===== config.mk =====
export PLATFORM = sky130hd
export DESIGN_NAME = ofdm_rx_byte_packer_flat
export DESIGN_NICKNAME = d
export VERILOG_FILES = /design/src/rtl/ofdm_rx_byte_packer_if.sv /design/src/rtl/ofdm_rx_byte_packer.sv /design/src/flat_wrapper.sv
export SDC_FILE = /design/constraint.sdc
export NUM_CORES = 1
export LEC_CHECK = 0
export CORE_UTILIZATION = 58
export CTS_CLUSTER_SIZE = 40
export DETAILED_ROUTE_END_ITERATION = 16
export GPL_ROUTABILITY_DRIVEN = 0
export GPL_TIMING_DRIVEN = 0
export PLACE_DENSITY = 0.79
export SYNTH_ARGS = -nofsm -noshare
export SYNTH_HDL_FRONTEND = slang
export SYNTH_SLANG_ARGS = --single-unit

===== constraint.sdc =====
create_clock -name sys_clk -period 3.63 [get_ports sys_clk]
set_input_delay 0.5445 -clock sys_clk [delete_from_list [all_inputs] [get_ports sys_clk]]
set_output_delay 0.5445 -clock sys_clk [all_outputs]
set_load 0.02 [all_outputs]

===== src/rtl/ofdm_rx_byte_packer_if.sv =====
// -----------------------------------------------------------------------------
// ofdm_rx_byte_packer_if
// Bundles the two streams of the OFDM RX byte packer:
//   - the demapped QPSK bit-pair input (no back-pressure)
//   - the packed byte output (valid/ready handshake)
// Signals:
//   rx_rcv_data        [1:0] demapped bit pair, [1] is the earlier bit
//   rx_rcv_data_valid        pair valid this cycle
//   rx_rcv_data_start        first pair of an OFDM symbol (qualified by valid)
//   byte_data          [7:0] packed byte at the FIFO head
//   byte_valid               byte_data valid
//   byte_ready               sink accepts; transfer on valid & ready
//   byte_sof                 byte_data is the first byte of a symbol
// Modports:
//   master : source of pairs and sink of bytes (the surrounding system)
//   slave  : the byte packer
// -----------------------------------------------------------------------------
interface ofdm_rx_byte_packer_if;
  logic [1:0] rx_rcv_data;
  logic       rx_rcv_data_valid;
  logic       rx_rcv_data_start;
  logic [7:0] byte_data;
  logic       byte_valid;
  logic       byte_ready;
  logic       byte_sof;

  modport master (
    output rx_rcv_data, rx_rcv_data_valid, rx_rcv_data_start, byte_ready,
    input  byte_data, byte_valid, byte_sof
  );

  modport slave (
    input  rx_rcv_data, rx_rcv_data_valid, rx_rcv_data_start, byte_ready,
    output byte_data, byte_valid, byte_sof
  );
endinterface


===== src/rtl/ofdm_rx_byte_packer.sv =====
// -----------------------------------------------------------------------------
// ofdm_rx_byte_packer
// Packs demapped QPSK bit pairs (four per byte, MSB pair first) into bytes that
// are aligned to OFDM symbol starts, buffers them in a byte FIFO and presents
// them on a valid/ready stream with a start-of-symbol flag.
//
// Parameters:
//   fifo_depth_g  byte FIFO depth (power of two, >= 2)
//   cnt_width_g   width of the statistics counters
// Ports:
//   sys_clk   in   system clock, rising edge
//   sys_rst   in   synchronous active-high reset
//   sys_init  in   synchronous re-init pulse, same effect as sys_rst
//   bus       slave modport of ofdm_rx_byte_packer_if (pair input, byte output)
//   overflow  out  sticky: a completed byte was lost because the FIFO was full
//   drop_cnt  out  partial bytes plus overflowed bytes dropped (saturating)
//   byte_cnt  out  bytes accepted by the sink (saturating)
//
// Configuration macro OFDM_RX_BYTE_PACKER_STATS_EN:
//   defined   -> drop_cnt / byte_cnt counters are implemented
//   undefined -> drop_cnt / byte_cnt are tied to zero, no counter registers
// -----------------------------------------------------------------------------
module ofdm_rx_byte_packer #(
  parameter int fifo_depth_g = 16,
  parameter int cnt_width_g  = 16
) (
  input  logic                   sys_clk,
  input  logic                   sys_rst,
  input  logic                   sys_init,
  ofdm_rx_byte_packer_if.slave   bus,
  output logic                   overflow,
  output logic [cnt_width_g-1:0] drop_cnt,
  output logic [cnt_width_g-1:0] byte_cnt
);

  localparam int             AW      = (fifo_depth_g > 1) ? $clog2(fifo_depth_g) : 1;
  localparam logic [AW:0]    C_DEPTH = (AW+1)'(fifo_depth_g);

  typedef enum logic {S_IDLE, S_PACK} state_t;

  logic w_rst;
  assign w_rst = sys_rst | sys_init;

  // Packing FSM
  state_t     r_state, w_state_nxt;
  logic [1:0] r_pair_cnt, w_pair_cnt_nxt;
  logic [7:0] r_shift, w_shift_nxt;
  logic       r_sof, w_sof_nxt;
  logic       w_push;
  logic [8:0] w_push_word;

  always_ff @(posedge sys_clk) begin
    if (w_rst) begin
      r_state    <= S_IDLE;
      r_pair_cnt <= 2'd0;
      r_sof      <= 1'b0;
    end else begin
      r_state    <= w_state_nxt;
      r_pair_cnt <= w_pair_cnt_nxt;
      r_sof      <= w_sof_nxt;
    end
  end

  always_ff @(posedge sys_clk) begin
    r_shift <= w_shift_nxt;
  end

  always_comb begin
    w_state_nxt    = r_state;
    w_pair_cnt_nxt = r_pair_cnt;
    w_shift_nxt    = r_shift;
    w_sof_nxt      = r_sof;
    w_push         = 1'b0;
    w_push_word    = {r_sof, r_shift};
    if (bus.rx_rcv_data_valid) begin
      if (bus.rx_rcv_data_start) begin
        // A start always opens a fresh SOF byte; any partial byte is abandoned.
        w_state_nxt    = S_PACK;
        w_pair_cnt_nxt = 2'd1;
        w_shift_nxt    = {bus.rx_rcv_data, 6'b000000};
        w_sof_nxt      = 1'b1;
      end else if (r_state == S_PACK) begin
        case (r_pair_cnt)
          2'd0: w_shift_nxt = {bus.rx_rcv_data, 6'b000000};
          2'd1: w_shift_nxt = {r_shift[7:6], bus.rx_rcv_data, 4'b0000};
          2'd2: w_shift_nxt = {r_shift[7:4], bus.rx_rcv_data, 2'b00};
          default: begin
            // Fourth pair completes the byte; push it straight from the inputs.
            w_push      = 1'b1;
            w_push_word = {r_sof, r_shift[7:2], bus.rx_rcv_data};
            w_sof_nxt   = 1'b0;
          end
        endcase
        w_pair_cnt_nxt = r_pair_cnt + 2'd1;
      end
    end
  end

  // Byte FIFO with registered first-word-fall-through head
  logic [8:0]    r_mem [fifo_depth_g];
  logic [AW-1:0] r_wr_ptr, r_rd_ptr, w_rd_ptr_nxt;
  logic [AW:0]   r_count, w_remain;
  logic          r_byte_valid, r_byte_sof;
  logic [7:0]    r_byte_data;
  logic          r_overflow;
  logic          w_pop, w_full, w_wr_en, w_lost;

  assign w_pop        = r_byte_valid & bus.byte_ready;
  assign w_full       = (r_count == C_DEPTH);
  assign w_wr_en      = w_push & (~w_full | w_pop);
  assign w_lost       = w_push & w_full & ~w_pop;
  assign w_rd_ptr_nxt = r_rd_ptr + AW'(w_pop);
  // Entries that stay after this cycle's pop, excluding this cycle's push:
  // a freshly written byte only becomes visible one cycle later (no bypass).
  assign w_remain     = r_count - (AW+1)'(w_pop);

  always_ff @(posedge sys_clk) begin
    if (w_wr_en) begin
      r_mem[r_wr_ptr] <= w_push_word;
    end
  end

  always_ff @(posedge sys_clk) begin
    if (w_rst) begin
      r_wr_ptr     <= '0;
      r_rd_ptr     <= '0;
      r_count      <= '0;
      r_byte_valid <= 1'b0;
      r_byte_sof   <= 1'b0;
      r_byte_data  <= 8'h00;
      r_overflow   <= 1'b0;
    end else begin
      r_wr_ptr     <= r_wr_ptr + AW'(w_wr_en);
      r_rd_ptr     <= w_rd_ptr_nxt;
      r_count      <= r_count + (AW+1)'(w_wr_en) - (AW+1)'(w_pop);
      r_byte_valid <= (w_remain != '0);
      r_byte_sof   <= (w_remain != '0) & r_mem[w_rd_ptr_nxt][8];
      if (w_remain != '0) begin
        r_byte_data <= r_mem[w_rd_ptr_nxt][7:0];
      end
      if (w_lost) begin
        r_overflow <= 1'b1;
      end
    end
  end

  assign bus.byte_valid = r_byte_valid;
  assign bus.byte_data  = r_byte_data;
  assign bus.byte_sof   = r_byte_sof;
  assign overflow       = r_overflow;

`ifdef OFDM_RX_BYTE_PACKER_STATS_EN
  function automatic logic [cnt_width_g-1:0] sat_inc(input logic [cnt_width_g-1:0] v,
                                                     input logic en);
    if (en && (v != '1)) begin
      return v + {{(cnt_width_g-1){1'b0}}, 1'b1};
    end
    return v;
  endfunction

  logic                   w_drop_partial;
  logic [cnt_width_g-1:0] r_drop_cnt, r_byte_cnt;

  // A start arriving while a byte is partly filled abandons that byte.
  assign w_drop_partial = bus.rx_rcv_data_valid & bus.rx_rcv_data_start &
                          (r_state == S_PACK) & (r_pair_cnt != 2'd0);

  always_ff @(posedge sys_clk) begin
    if (w_rst) begin
      r_drop_cnt <= '0;
      r_byte_cnt <= '0;
    end else begin
      // A partial drop (start pair) and an overflow (fourth pair) never coincide.
      r_drop_cnt <= sat_inc(r_drop_cnt, w_drop_partial | w_lost);
      r_byte_cnt <= sat_inc(r_byte_cnt, w_pop);
    end
  end

  assign drop_cnt = r_drop_cnt;
  assign byte_cnt = r_byte_cnt;
`else
  assign drop_cnt = '0;
  assign byte_cnt = '0;
`endif

endmodule

===== src/flat_wrapper.sv =====
// flat-port wrapper written by rule: the top's interface ports become plain ports
module ofdm_rx_byte_packer_flat 
#(
  parameter int fifo_depth_g = 16,
  parameter int cnt_width_g  = 16
)
  (sys_clk, sys_rst, sys_init, overflow, drop_cnt, byte_cnt, bus_rx_rcv_data, bus_rx_rcv_data_valid, bus_rx_rcv_data_start, bus_byte_ready, bus_byte_data, bus_byte_valid, bus_byte_sof);
  ofdm_rx_byte_packer_if bus_i ();
  input  logic sys_clk;
  input  logic sys_rst;
  input  logic sys_init;
  output logic overflow;
  output logic [cnt_width_g-1:0] drop_cnt;
  output logic [cnt_width_g-1:0] byte_cnt;
  input wire logic [$bits(bus_i.rx_rcv_data)-1:0] bus_rx_rcv_data;
  input wire logic [$bits(bus_i.rx_rcv_data_valid)-1:0] bus_rx_rcv_data_valid;
  input wire logic [$bits(bus_i.rx_rcv_data_start)-1:0] bus_rx_rcv_data_start;
  input wire logic [$bits(bus_i.byte_ready)-1:0] bus_byte_ready;
  output wire logic [$bits(bus_i.byte_data)-1:0] bus_byte_data;
  output wire logic [$bits(bus_i.byte_valid)-1:0] bus_byte_valid;
  output wire logic [$bits(bus_i.byte_sof)-1:0] bus_byte_sof;
  assign bus_i.rx_rcv_data = bus_rx_rcv_data;
  assign bus_i.rx_rcv_data_valid = bus_rx_rcv_data_valid;
  assign bus_i.rx_rcv_data_start = bus_rx_rcv_data_start;
  assign bus_i.byte_ready = bus_byte_ready;
  assign bus_byte_data = bus_i.byte_data;
  assign bus_byte_valid = bus_i.byte_valid;
  assign bus_byte_sof = bus_i.byte_sof;
  ofdm_rx_byte_packer #(.fifo_depth_g(fifo_depth_g), .cnt_width_g(cnt_width_g)) u_core (.sys_clk(sys_clk), .sys_rst(sys_rst), .sys_init(sys_init), .bus(bus_i), .overflow(overflow), .drop_cnt(drop_cnt), .byte_cnt(byte_cnt));
endmodule

Yosys cells after proc, flatten, opt, wreduce, memory -nomap -nowiden
Memories as Yosys holds them, arrays and structs flattened. Index checks and enable logic that the tools add are counted.

Register bits after elaboration: 36. Memories: 1. RAM bits: 144. Input bits: 8. Logic and storage cells: 66.

Memory list: u_core.r_mem (words 16, width 9, read ports 1, clocked after Yosys merged registers in 0, wr ports 1, line ofdm_rx_byte_packer.sv:100) `logic [8:0] r_mem [fifo_depth_g];`.

Bitwise logic cells: 9. Add/subtract/negate cells: 6. Multiplexer cells: 18. Eq/ne operators: 6. Reduce and logical (&&, ||, !) cells: 13.

Operators with widths (count): 8-bit one-hot mux with 3 select lines (1); 8-bit 2-to-1 mux (2); 2-bit 2-to-1 mux (6); 5-bit by 1-bit subtractor with 5-bit output (2); 1-bit 2-to-1 mux (9); 4-bit by 1-bit adder with 4-bit output (2); 3-bit AND reduction (2); 5-bit by 1-bit adder with 5-bit output (1); 1-bit bitwise AND (5); 5-bit equality test, second input constant (1); 5-bit AND reduction (1); 5-bit nonzero test (1); 2-bit inequality test, second input constant (2); 2-bit AND reduction (2); 4-bit AND reduction (1); 2-bit nonzero test (2); 4-bit nonzero test (1); 3-bit nonzero test (1); 3-bit OR reduction (1); 2-bit by 1-bit adder with 2-bit output, second input constant (1); 2-bit by 1-bit equality test with 1-bit output, second input constant (1); 2-bit equality test, second input constant (1); 2-bit logical NOT (1); 2-bit by 1-bit inequality test with 1-bit output, second input constant (1); 2 further kinds (4).

Logic depth before layout (Yosys ltp)
Gate-level depths: netlist (run 1).

Word-level depth: 9. Mapped depth: 11.

Least setup slack after synthesis (run 1)
OpenSTA, ideal clock, no wires.

Kind: input-to-reg. Start point: in bus_rx_rcv_data_valid. End point: mem u_core.r_mem[0][0], enable pin. Stages on the path: 5. Path buffers: 1. Path slack: 0.937 ns. Data required time: 3.243 ns. Arrival: 2.307 ns. Path through: buf_2 and4_1 and2b_2 or3b_2 nor3_1.

Cells in the longest elaborated chain, start to end: 4.

RTL lines: from (decl) (line flat_wrapper.sv:16) `input wire logic [$bits(bus_i.rx_rcv_data_valid)-1:0] bus_rx_rcv_data_valid;`; 1-bit 2-to-1 mux (line ofdm_rx_byte_packer.sv:75) `if (bus.rx_rcv_data_valid) begin`; 1-bit bitwise AND (line ofdm_rx_byte_packer.sv:110) `assign w_wr_en = w_push & (~w_full | w_pop);`; 1-bit 2-to-1 mux (line ofdm_rx_byte_packer.sv:118) `if (w_wr_en) begin`; 1-bit 2-to-1 mux (not written as such) (line ofdm_rx_byte_packer.sv:119) `r_mem[r_wr_ptr] <= w_push_word;`; to (decl) (line ofdm_rx_byte_packer.sv:100).

Every way passes these cells.

Final worst setup path (run 1)
Start point: in bus_byte_ready. End point: reg u_core.r_byte_data[5] (netlist: u_core.bus.byte_data[5]), read port of u_core.r_mem.

Cells in the longest elaborated chain, start to end: 3. Elaborated cells between the ends (all ways): 5.

RTL lines: from (decl) (line flat_wrapper.sv:18) `input wire logic [$bits(bus_i.byte_ready)-1:0] bus_byte_ready;`; 1-bit bitwise AND (*) (line ofdm_rx_byte_packer.sv:108) `assign w_pop = r_byte_valid & bus.byte_ready;`; 4-bit by 1-bit adder with 4-bit output / 5-bit by 1-bit subtractor with 5-bit output (equally long branches) (line ofdm_rx_byte_packer.sv:112, ofdm_rx_byte_packer.sv:115); memory read 16 x 9 bit / 5-bit nonzero test (equally long branches); to (decl) (line ofdm_rx_byte_packer.sv:104) `logic [7:0] r_byte_data;`.

Every way passes the cells marked *; elsewhere a longest branch is shown, timed or not. A chain may end at the register's enable or synchronous reset.

==> results.md, run 1 <==
- Hold Buf Count CTS: 0
- Critical path launch point: bus_byte_ready
- Number of setup buffers added after CTS: 0
- Status: finished, final reports clean
- Final Critical Period: 3.16 ns
- Cell accounting for the most synthesized area: edfxtp_1
- Final ANT Viol Nets: 0
- Num CTS Buffers: 17
- Synth Flop Type: edfxtp_1
- Unrepaired setup endpoints after global routing: no
- Asr flop ratio synth: 0%
- Startpoint Class: primary input
- # IOs: 51
- Chip height: 115 µm
- Syn_area_per_cell: 17.3 µm²
- Port buffer count: 17
- RR Endpoint: u_core.bus.byte_data[5]$_SDFFE_PP0P_
- Core Util, Final: 69.5%
- Resized cells post-CTS: 0
- CTS tree: yes
- Root Driver: clkbuf_16
- Cells after Synth: 427
- Die area: 13200 µm²
- # setup viols final: 0
- Worst setup endpoint: u_core.bus.byte_data[5]$_SDFFE_PP0P_
- Synth top area share: 60.8%
- Setup_tns: 0 ns
- Number of flops mapped to enable cells by yosys: 150
- Seq/Total Area, Yosys: 68.4%
- # clock sinks: 178
- Final hold vios: 0
- Vias/cell: 5.56
- Reg clk slew, reported paths: 0.06 ns
- Dpl ws: 0.0368 ns
- Relative slew slack: 29.5%
- Initial core utilization: 60.7%
- Reg2reg start: u_core.bus.byte_valid$_SDFF_PP0_
- Peak supply drop: 338 µV
- Top-count cell post-synth: edfxtp_1
- WL final: 13400 µm
- Hold WC Path Type: register to register
- Fin crit share: 87.1%
- Worst-Skew Late Latency: 0.42 ns
- Max cap viols: 0
- GRT Util Overall: 22.7%
- F_max: 0.316 GHz
- Core area: 12200 µm²
- Post-synth design cell area: 7410 µm²
- # DRC: 0
- Pin count of the biggest net entering global routing: 18
- Wire length per cell: 19.8 µm
- Total global routing overflow: 0
- Vias: 3761
- Hpwl dp: 8930 µm
- Antenna violations before repair: 0
- Clock Skews: 0.00600 ns
- Share of layout cells above drive strength 1: 22.6%
- Leak: 3.09 nW
- Worst EP required: 3.94 ns
- Vias in the first global route: 3844
- CP Max Fanout: 10
- Slew @ Worst Pin: 1.05 ns
- Slew Limit Fails: 0
- Post-route cell area: 8480 µm²
- N_diodes: 0
- YS warnings: 0
- Total power: 4.63 mW
- Unique masters post-synth: 43
- TritonRoute pass-1 iters: 5
- DP Area: 7930 µm²
- Chip width: 115 µm
- Pwr/cell area: 545 nW/µm²
- CTS H-Tree Depth: 4
- Register bit count reported by yosys: 178
- Setup ws final: 0.467 ns
- Longest Clk Path Bufs: 2
- Internal reg-to-reg setup slack: 0.65 ns
- DRT iter0 DRCs: 325
- Kind of critical path: primary input to register
- WP data arrival: 3.47 ns
- Layout area overhead: 14.5%
- Synth top area cells: edfxtp_1 61%, mux4_2 11%, dfxtp_1 7.6%, buf_4 4.0%, ha_1 2.9%
- Worst r2r path cells: 9
- Commonest cells post-synth: 150 x edfxtp_1, 39 x buf_4, 35 x mux4_2
- First-pass GRT wire length: 20700 µm
- Num rows: 40
- Post-layout net count: 521
- Crit. End Element: register
==> routing by layer <==
metal	global-route usage (%)	wire length, µm	vias up
li1	-	-	1723
met1	29.1	5550	1850
met2	37.0	6680	168
met3	5.59	930	20
met4	10.3	250	0
met5	0	0	-
==> kinds of logic (layout without fill, tap and decap cells) <==
kind of cell / Yosys count / count (layout) / synth area share (%)
xor gates and xnor gates: 9 / 9 / 1.06
and+or+nand+nor: 74 / 74 / 5.34
AOI/OAI and AO/OA: 37 / 37 / 3.53
adders and majority gates: 18 / 18 / 3.14
muxes: 53 / 53 / 13.5
DFF: 178 / 178 / 68.4
other: 1 / 32 / 0.0506
buffers and inverters: 57 / 107 / 5.00
==> through the flow <==
stage                     std cells  hold slack [ns]
after global routing            676            0.477
after global placement          643            0.434
after floorplan                 458            0.525
after detailed placement        644            0.441
final                           676            0.451
after CTS                       676            0.455
==> report_power, final <==
group | switching [mW] | leakage (nW) | internal (mW)
sequential | 0.0437 | 1.66 | 2.25
combinational | 0.348 | 1.17 | 0.279
clock | 0.699 | 0.260 | 1.00
total | 1.09 | 3.09 | 3.54
==> area by class of cell <==
cell class | count | area, µm²
Multi-Input combinational cell | 223 | 2100
Inverter | 11 | 41.3
Clock buffer | 21 | 440
Sequential cell | 178 | 5060
Clock inverter | 11 | 114
Buffer | 46 | 329
Timing Repair Buffer | 18 | 178
Tap cell | 168 | 210
Fill cell | 833 | 3730
==> state kept, by name, indices dropped and copies added (netlist names) <==
signal,flops
u_core.bus.byte_data,8
u_core.bus.byte_sof,1
u_core.bus.byte_valid,1
u_core.overflow,1
u_core.r_count,5
u_core.r_mem,144
u_core.r_pair_cnt,2
u_core.r_rd_ptr,4
u_core.r_shift,6
u_core.r_sof,1
u_core.r_state,1
u_core.r_wr_ptr,4
==> cell usage in the layout (no fill, tap or decap), types with 8 or more instances in the layout <==
cell / n
edfxtp_1: 150
buf_4: 40
mux4_2: 35
conb_1: 32
dfxtp_1: 28
nor2_1: 26
ha_1: 17
clkbuf_16: 17
clkdlybuf4s50_1: 17
mux2i_1: 16
and2_1: 11
inv_1: 11
a21oi_1: 8
==> worst min path at each step <==
| stage | start | to | slack (ns) | cells after the start |
|---|---|---|---|---|
| final | u_core.bus.byte_data[5]$_SDFFE_PP0P_ | u_core.bus.byte_data[5]$_SDFFE_PP0P_ | 0.45 | 1 |
| after global placement | u_core.bus.byte_data[5]$_SDFFE_PP0P_ | u_core.bus.byte_data[5]$_SDFFE_PP0P_ | 0.43 | 1 |
| after global routing | u_core.bus.byte_data[5]$_SDFFE_PP0P_ | u_core.bus.byte_data[5]$_SDFFE_PP0P_ | 0.48 | 1 |
| after detailed placement | u_core.bus.byte_data[6]$_SDFFE_PP0P_ | u_core.bus.byte_data[6]$_SDFFE_PP0P_ | 0.44 | 1 |
| after CTS | u_core.bus.byte_data[6]$_SDFFE_PP0P_ | u_core.bus.byte_data[6]$_SDFFE_PP0P_ | 0.45 | 1 |
| after floorplan | u_core.r_state$_SDFFE_PP0P_ | u_core.r_state$_SDFFE_PP0P_ | 0.53 | 2 |
==> critical path, cell delays in order <==
cell,delay [ns]
clkdlybuf4s50_1,0.39
and2_1,0.19
ha_1,0.24
ha_1,0.21
xnor2_1,0.62
buf_4,0.33
mux4_2,0.34
mux2i_1,0.29
o22ai_1,0.13
a21o_1,0.19
Power figures use the tool's default switching activity.
==> run 2, diff against run 1 <==
==> constraint.sdc (replaced) <==
create_clock -name sys_clk -period 3.63 [get_ports sys_clk]
set_input_delay 0.5445 -clock sys_clk [delete_from_list [all_inputs] [get_ports sys_clk]]
set_output_delay 0.5445 -clock sys_clk [all_outputs]
set_load 0.005 [all_outputs]
==> results of run 2 <==
The final DEF is identical to that of run 1. Status: finished, final reports clean.
Among the figures that moved: total power 4.63 mW -> 4.56 mW; worst IR drop on VDD 338 µV -> 329 µV
==> RTL edit: new RTL, config.mk and constraints of run 2 <==
`fifo_depth_g` is set to 16 in 2 places; all go to 32.
--- a/src/rtl/ofdm_rx_byte_packer.sv
+++ b/src/rtl/ofdm_rx_byte_packer.sv
@@ -21,7 +21,7 @@
 //   undefined -> drop_cnt / byte_cnt are tied to zero, no counter registers
 // -----------------------------------------------------------------------------
 module ofdm_rx_byte_packer #(
-  parameter int fifo_depth_g = 16,
+  parameter int fifo_depth_g = 32,
   parameter int cnt_width_g  = 16
 ) (
   input  logic                   sys_clk,
--- a/src/flat_wrapper.sv
+++ b/src/flat_wrapper.sv
@@ -1,7 +1,7 @@
 // flat-port wrapper written by rule: the top's interface ports become plain ports
 module ofdm_rx_byte_packer_flat 
 #(
-  parameter int fifo_depth_g = 16,
+  parameter int fifo_depth_g = 32,
   parameter int cnt_width_g  = 16
 )
   (sys_clk, sys_rst, sys_init, overflow, drop_cnt, byte_cnt, bus_rx_rcv_data, bus_rx_rcv_data_valid, bus_rx_rcv_data_start, bus_byte_ready, bus_byte_data, bus_byte_valid, bus_byte_sof);
Formal check against the unedited RTL: no difference found for any inputs over 10 cycles, from zero or initial values; that may be too few to reach the edited logic, so the function may still have changed.
==> RTL edit against run 2 <==
Synthesized cell count up 71%; worst hold slack lost 0.065 ns; largest cell class unchanged; cell area up 77%; worst setup slack got worse by 0.11 ns; maximum frequency decreased by 3.5%; sequential cell count grew 147; critical path type unchanged; synthesized area is 80% higher; highest routed layer unchanged; power rose by 88%; sequential power is 82% higher; wire length is 120% higher.
==> RTL edit: results (changes against run 2) <==
metric	value	unit	change
status	finished, final reports clean		unchanged
inverter count	13		was 11
Detail Placement HPWL	18.4	mm	was 8.93 mm
Buffers, non-clock	81		was 64
clkbuf count	36		was 21
Hold Path Class	input pin to flop		was flop to flop
largest net degree at the start of global routing	34		was 18
DIE WIDTH	154	um	was 115 um
multi-input gates	359		was 223
post-synthesis compound-gate area fraction	3.39	%	was 3.53%
worst slew pin tran	1.40	ns	was 1.05 ns
skew final	0.00926	ns	was 0.00600 ns
Post-Synth XOR/XNOR Area	1.14	%	was 1.06%
net load switching power	1.99	mW	was 1.03 mW
worst-skew pair later-pin latency	0.56	ns	was 0.42 ns
Mean Syn Cell Area	18.3	um2	was 17.3 um2
Area after DPL	0.0140	mm2	was 0.00793 mm2
top post-synthesis cells by area	edfxtp_1 66%, mux4_2 12%, dfxtp_1 4.6%, buf_4 2.0%, ha_1 2.0%		was edfxtp_1 61%, mux4_2 11%, dfxtp_1 7.6%, buf_4 4.0%, ha_1 2.9%
GRT Resource Usage Total	25.4	%	was 22.7%
final cell count without fillers	1120		was 676
final-stage net count	841		was 521
Lkg Pwr	5.16	nW	was 3.09 nW
clock network power	3.26	mW	was 1.70 mW
Layout non-clock buf frac	4.05	%	was 5.97%
max reg flops	288		was 144
worst slack, placed	-0.183	ns	was 0.0368 ns
slowest stage delay, CP	0.49	ns	was 0.62 ns
part of the power in registers	48.8	%	was 50.3%
f_max	305	MHz	was 316 MHz
number of flops mapped to enable cells by yosys	294		was 150
clock-cell share of area	6.82	%	was 6.53%
crit path DAT	3.73	ns	was 3.47 ns
drt wl/cell	26.1	um	was 19.8 um
sequential share of cell area	62.9	%	was 59.7%
post-synthesis sequential area ratio	70.7	%	was 68.4%
design area	0.0150	mm2	was 0.00848 mm2
adder-cell share of the synthesized area	2.12	%	was 3.14%
share of cells above drive strength 1	21.9	%	was 22.6%
Min Hold Slack	0.386	ns	was 0.451 ns
Internal	6.58	mW	was 3.53 mW
DR vias/cell	6.33		was 5.56
clk buf depth	3		was 2
Netlist cell types	54		was 43
commonest cells in the netlist	294 x edfxtp_1, 72 x mux4_2, 49 x nor2_1		was 150 x edfxtp_1, 39 x buf_4, 35 x mux4_2
H-tree depth	1		was 4
first-pass GRT wire length	43.2	mm	was 20.7 mm
Crit-path slowest cell	buf_2		was xnor2_1
initial antenna violation count	0		unchanged
r2r setup slk	0.41	ns	was 0.65 ns
CTS Root Cell	clkbuf_16		unchanged
mux contribution to synthesized area	13.6	%	was 13.5%
CTS Buf Count	31		was 17
worst vdd ir	0.000486	V	was 0.000329 V
Fillers	1452		was 833
number of global-route vias before repair	6998		was 3844
Seq cells	325		was 178
first-pass iteration count of the detailed router	9		was 5
fraction of area in multi-input gates	23.6	%	was 24.8%
## RTL edit: final timing paths
| path | start | cells after the start | to |
|---|---|---|---|
| worst min register to register | u_core.bus.byte_data[0] | 1 | u_core.bus.byte_data[0] |
| worst min-delay path | bus_rx_rcv_data_valid | 3 | u_core.r_state |
| worst max-delay path | bus_byte_ready | 10 | u_core.bus.byte_data[7] |
| worst max register to register | u_core.bus.byte_valid | 9 | u_core.bus.byte_data[7] |
## RTL edit: kinds of logic (layout without fill, tap and decap cells)
group,Yosys count,in the layout
flip-flops,325,325
AND/OR/NAND/NOR,146,146
multiplexers,91,91
buffers and inverters,77,151
AO/OA/AOI/OAI,57,57
adder cells (fa/ha/maj),22,22
XOR/XNOR,11,11
other,1,32
## RTL edit: per-layer routing
metal / part of all wire, % / global-route usage (%) / up-vias
li1: - / - / 3004
met1: 41 / 36.4 / 3602
met2: 47 / 40.6 / 403
met3: 8.4 / 4.03 / 78
met4: 3.0 / 8.43 / 0
met5: 0 / 0 / -
